## config.mk

```make
export PLATFORM = sky130hd
export DESIGN_NAME = sequence_generator
export DESIGN_NICKNAME = d
export VERILOG_FILES = /design/src/rtl/seq_pkg.sv /design/src/rtl/pattern_shift_reg.sv /design/src/rtl/sequence_generator.sv
export SDC_FILE = /design/constraint.sdc
export NUM_CORES = 1
export LEC_CHECK = 0
export CAP_MARGIN = 20
export CORE_MARGIN = 2
export CORE_UTILIZATION = 40
export DETAILED_ROUTE_END_ITERATION = 16
export HOLD_SLACK_MARGIN = 0.12
export MAX_ROUTING_LAYER = met4
export SETUP_SLACK_MARGIN = 0.3
export SYNTH_ARGS = -nofsm -noshare
export SYNTH_HDL_FRONTEND = slang
export SYNTH_SLANG_ARGS = --single-unit
```

## constraint.sdc

```tcl
create_clock -name CLK -period 2.4 [get_ports CLK]
set_input_delay 0.36 -clock CLK [delete_from_list [all_inputs] [get_ports CLK]]
set_output_delay 0.36 -clock CLK [all_outputs]
set_load 0.005 [all_outputs]
```

## src/rtl/seq_pkg.sv

```systemverilog
// Shared types and constants for the serial sequence generator and detector.
// The FSM state encoding and the idle line level live here so both ends of the link agree.
package seq_pkg;

    localparam int unsigned STATE_W = 2;

    typedef enum logic [STATE_W-1:0] {
        ST_IDLE  = 2'd0,
        ST_SHIFT = 2'd1,
        ST_DONE  = 2'd2
    } seq_state_t;

    localparam logic IDLE_LEVEL = 1'b1;

endpackage : seq_pkg

```

## src/rtl/pattern_shift_reg.sv

```systemverilog
// Captured pattern word plus a down-counting bit index; presents the bit at the
// current index and flags when the index has reached bit 0.
module pattern_shift_reg #(
    parameter int unsigned WIDTH = 8,
    parameter int unsigned CNT_W = $clog2(WIDTH + 1)
) (
    input  logic             clk_i,
    input  logic             rst_i,
    input  logic             load_i,
    input  logic [WIDTH-1:0] pattern_i,
    input  logic [CNT_W-1:0] len_i,
    input  logic             advance_i,
    input  logic             reload_i,
    output logic             bit_o,
    output logic             last_bit_o
);

    logic [WIDTH-1:0] pattern_q, pattern_d;
    logic [CNT_W-1:0] len_q, len_d;
    logic [CNT_W-1:0] idx_q, idx_d;

    // Next-state: load has priority, then pass reload, then single-step advance.
    always_comb begin
        pattern_d = pattern_q;
        len_d     = len_q;
        idx_d     = idx_q;
        if (load_i) begin
            pattern_d = pattern_i;
            len_d     = len_i;
            idx_d     = (len_i != '0) ? CNT_W'(len_i - CNT_W'(1)) : '0;
        end else if (reload_i) begin
            idx_d     = (len_q != '0) ? CNT_W'(len_q - CNT_W'(1)) : '0;
        end else if (advance_i && (idx_q != '0)) begin
            idx_d     = CNT_W'(idx_q - CNT_W'(1));
        end
    end

    always_ff @(posedge clk_i) begin
        if (rst_i) begin
            pattern_q <= '0;
            len_q     <= '0;
            idx_q     <= '0;
        end else begin
            pattern_q <= pattern_d;
            len_q     <= len_d;
            idx_q     <= idx_d;
        end
    end

    // Mask-and-reduce keeps the select width-agnostic with respect to CNT_W.
    assign bit_o      = |(pattern_q & (WIDTH'(1) << idx_q));
    assign last_bit_o = (idx_q == '0);

endmodule : pattern_shift_reg

```

## src/rtl/sequence_generator.sv

```systemverilog
// Serial pattern transmitter: accepts pattern/length/repeat over valid/ready and
// shifts the pattern out MSB-first with a bit strobe, then pulses Done.
module sequence_generator
    import seq_pkg::*;
#(
    parameter int unsigned WIDTH = 8,
    parameter int unsigned CNT_W = $clog2(WIDTH + 1),
    parameter int unsigned REP_W = 4
) (
    input  logic             CLK,
    input  logic             RST,
    input  logic [WIDTH-1:0] Pattern_In,
    input  logic [CNT_W-1:0] Length_In,
    input  logic [REP_W-1:0] Repeat_In,
    input  logic             Start_Valid,
    output logic             Start_Ready,
    output logic             Binary_Out,
    output logic             Bit_Valid,
    output logic             Done
);

    localparam logic [CNT_W-1:0] MAX_LEN = CNT_W'(WIDTH);

    seq_state_t       state_q, state_d;
    logic [REP_W-1:0] pass_q, pass_d;

    logic [CNT_W-1:0] len_clamped;
    logic             accept;
    logic             sr_load, sr_advance, sr_reload;
    logic             sr_bit, sr_last;

    assign len_clamped = (Length_In > MAX_LEN) ? MAX_LEN : Length_In;
    assign accept      = Start_Valid && (state_q == ST_IDLE);

    pattern_shift_reg #(
        .WIDTH (WIDTH),
        .CNT_W (CNT_W)
    ) u_shift (
        .clk_i      (CLK),
        .rst_i      (RST),
        .load_i     (sr_load),
        .pattern_i  (Pattern_In),
        .len_i      (len_clamped),
        .advance_i  (sr_advance),
        .reload_i   (sr_reload),
        .bit_o      (sr_bit),
        .last_bit_o (sr_last)
    );

    // Next-state and shift-register control.
    always_comb begin
        state_d    = state_q;
        pass_d     = pass_q;
        sr_load    = 1'b0;
        sr_advance = 1'b0;
        sr_reload  = 1'b0;
        unique case (state_q)
            ST_IDLE: begin
                if (accept) begin
                    sr_load = 1'b1;
                    pass_d  = Repeat_In;
                    state_d = (len_clamped == '0) ? ST_DONE : ST_SHIFT;
                end
            end
            ST_SHIFT: begin
                if (!sr_last) begin
                    sr_advance = 1'b1;
                end else if (pass_q != '0) begin
                    // Back-to-back passes: reload the index with no idle gap.
                    sr_reload = 1'b1;
                    pass_d    = REP_W'(pass_q - REP_W'(1));
                end else begin
                    state_d = ST_DONE;
                end
            end
            ST_DONE: begin
                state_d = ST_IDLE;
            end
            default: begin
                state_d = ST_IDLE;
            end
        endcase
    end

    always_ff @(posedge CLK) begin
        if (RST) begin
            state_q <= ST_IDLE;
            pass_q  <= '0;
        end else begin
            state_q <= state_d;
            pass_q  <= pass_d;
        end
    end

    // Moore outputs decoded purely from registered state and shift data.
    assign Start_Ready = (state_q == ST_IDLE);
    assign Bit_Valid   = (state_q == ST_SHIFT);
    assign Done        = (state_q == ST_DONE);
    assign Binary_Out  = (state_q == ST_SHIFT) ? sr_bit : IDLE_LEVEL;

endmodule : sequence_generator
```

==> results.cfg <==
[sta]
fin_crit_sh_pct = 81.8
maxSlewViolCount = 0
setup-violations-final = 0
maxSlewHeadroom_pct = 58.7
rsz0062_at_grt = true
finalHoldViolations = 0
finalSetupTns_ps = 0
finClkSkew_ps = 7.39
fin_crit_ps = 1960
clock.fmax_mhz = 510
tightest_slew_ps = 617

[cts]
cts_hold_buf = 0
clock_latency_ps = 320
cts_root_buffer = clkbuf_4
clock_path_buffers = 2
cts_made_buffers = 3
cts_sinks = 22
cts_tree = yes
clkTransAtPathRegs_ps = 130
h-tree-depth = 1

[logic_synthesis]
ys_types = 39
synth-seq-cells = 22
yosys.area.top_type_share_pct = 34.0
syn-num-nets = 191
synthCells = 166
synth.avg_cell_area_um2 = 7.79
yosys.area.top_type = dfxtp_1
yosysSeqAreaShare_pct = 34.0
synthTopCellsByArea = dfxtp_1 34%, a21oi_1 10%, nand2_1 9.0%
ys.warnings.count = 0
syn_area_mm2 = 0.00129

[pwr]
power.share.clock_pct = 25.8
pwr_density_cell_mw_per_mm2 = 691
peakVddDrop_mv = 0.370
pwr-share-comb_pct = 33.8
power_switching_mw = 0.367
p_leak_nw = 0.581
sequentialPowerShare_pct = 40.4
internal_power_mw = 0.754
p_sw_share_pct = 32.8

[outcome]
status = finished, final reports clean

[grt]
grt.overflow.total = 0
antenna_found_initial = 0
grt_usage_pct = 19.3
grt_start_max_net_pins = 16
grt_pass1_wl_um = 5150
grt_pass1_vias = 1133

[routing]
final_antenna_net_count = 0
routedWlPerCell_um = 13.4
wirelength_um = 3110
drt-initial-drc-count = 83
drtPass1Iterations = 4
drc_errors = 0
via_count = 1246
viasPerCell = 5.37

[layout]
design_area_mm2 = 0.00162
nets = 214
fin_util_pct = 53.2
diodes = 0
area_growth_pct = 25.4
drive_above_1_share_pct = 12.8

[worst_setup_path]
cpPeakStageDelay_ps = 340
cp.arrival_ps = 1600
crit_chain = buf_4 > ha_2 > a222oi_1 > nand3_1 > nand2_1 > nand2_1 > clkbuf_2
rrSetupSlack_ps = 470
crit_fanout = 4
slowest_stage = dfxtp_2
path_common_cell = nand2_1
setup.worst_path.start_class = flip-flop
critical_path_class = reg2out
worstPathRequired_ps = 2040
endpoint_kind = output port

[place]
gp_congestion = 0.822
dp_hpwl_um = 2290
dpl-instance-area_mm2 = 0.00155
io_buffers = 22

[die]
ios = 23
die_height_um = 60.9
core_mm2 = 0.00305
rows = 20
dieArea_mm2 = 0.00371
start_util_pct = 42.4
fp.dieW_um = 60.9

[run]
cap_viol_max_count = 0

[worst_hold_path]
hp-class = reg2reg
==> critical path, delay by kind of cell (launching register included) <==
| family | cells | cell delay, ps |
|---|---|---|
| adders and majority gates | 1 | 180 |
| DFF | 1 | 340 |
| AOI/OAI and AO/OA | 1 | 280 |
| buffers and inverters | 2 | 250 |
| and+or+nand+nor | 3 | 240 |
==> per-layer routing <==
| layer | vias to the layer above | part of all wire [%] | GRT usage (%) |
|---|---|---|---|
| met5 | - | 0 | - |
| met4 | 0 | 0.42 | 2.80 |
| met3 | 2 | 3.5 | 5.12 |
| met2 | 26 | 47 | 29.6 |
| met1 | 579 | 49 | 25.9 |
| li1 | 639 | - | - |
==> placed cells by master, fill, tap and decap left out, drive strengths merged, types with 3 or more instances in the layout <==
master / synthesis / layout
nor2: 5 / 5
nand3b: 4 / 4
clkbuf: 5 / 4
inv: 5 / 5
buf: 4 / 5
ha: 6 / 6
nand3: 4 / 4
nor3b: 3 / 3
a21oi: 26 / 26
clkdlybuf4s50: 0 / 21
o21ai: 9 / 9
dfxtp: 22 / 22
nor3: 7 / 7
a21o: 4 / 4
nand2: 31 / 31
a211oi: 4 / 4
==> sequential cells by signal, indices dropped and copies added, names as in the netlist <==
name,cells
u_shift.len_q,4
state_q,2
pass_q,4
u_shift.idx_q,4
u_shift.pattern_q,8
==> Yosys cell counts, drive strengths merged <==
cell type  number
a222oi          2
nand3b          4
buf             4
xnor2           1
and4            1
nor2b           1
a21oi          26
nand4b          2
inv             5
and2            2
o221a           1
nor3b           3
o21ai           9
ha              6
nor3            7
or2             1
a211oi          4
nand3           4
nand4           1
a21bo           1
nand2b          2
o31ai           1
or3b            2
o22a            1
a21o            4
clkbuf          5
nor2            5
nor4            1
dfxtp          22
a2111oi         1
clkinv          1
nand2          31
a31oi           2
or3             1
o21bai          1
nor4b           1
==> power by group through the flow <==
stage / clock [mW] / combinational [mW] / sequential, mW
after floorplan: 0 / 0.273 / 0.439
after CTS: 0.298 / 0.381 / 0.452
after global placement: 0 / 0.366 / 0.459
after global routing: 0.312 / 0.424 / 0.462
after detailed placement: 0 / 0.372 / 0.460
final: 0.289 / 0.379 / 0.454
==> cell type report <==
| cell class | count | area [µm²] |
|---|---|---|
| timing repair buffer | 27 | 253 |
| multi-input combinational | 129 | 793 |
| fill | 305 | 1430 |
| clock inverter | 1 | 30.0 |
| clock buffer | 3 | 22.5 |
| inverter | 6 | 22.5 |
| tap | 44 | 55.1 |
| sequential | 22 | 447 |
==> through the flow <==
stage                     hold WS, ps  cells  worst slack (ps)  total power [mW]
after floorplan                   436    166               563             0.712
after global placement            455    227               326             0.825
after detailed placement          456    227               278             0.832
after CTS                         476    232               329              1.13
after global routing              488    232               300              1.20
final                             477    232               437              1.12
==> kinds of logic (layout without fill, tap and decap cells) <==
group | count (synthesis) | after routing | share of synthesized area, %
AOI/OAI and AO/OA | 53 | 53 | 26.3
and+or+nand+nor | 69 | 69 | 28.0
DFF | 22 | 22 | 34.0
xor gates and xnor gates | 1 | 1 | 0.677
buffers and inverters | 15 | 37 | 5.22
adders and majority gates | 6 | 6 | 5.80
==> what timing repair did <==
item | in CTS | in global routing
pin swaps | 4 | 3
resized for setup | 9 | 3
endpoints found under the setup margin | 1 | 2
buffers inserted | 1 | 0
==> path summary, 6_finish.rpt <==
kind	endpoint	startpoint	depth (start not counted)
min reg2reg	u_shift.pattern_q[5]	u_shift.pattern_q[5]	2
max reg2reg	u_shift.idx_q[2]	u_shift.idx_q[1]	6
max	Binary_Out	u_shift.idx_q[0]	7
min	u_shift.pattern_q[5]	u_shift.pattern_q[5]	2
No activity file was read; power rests on OpenSTA's default activity.
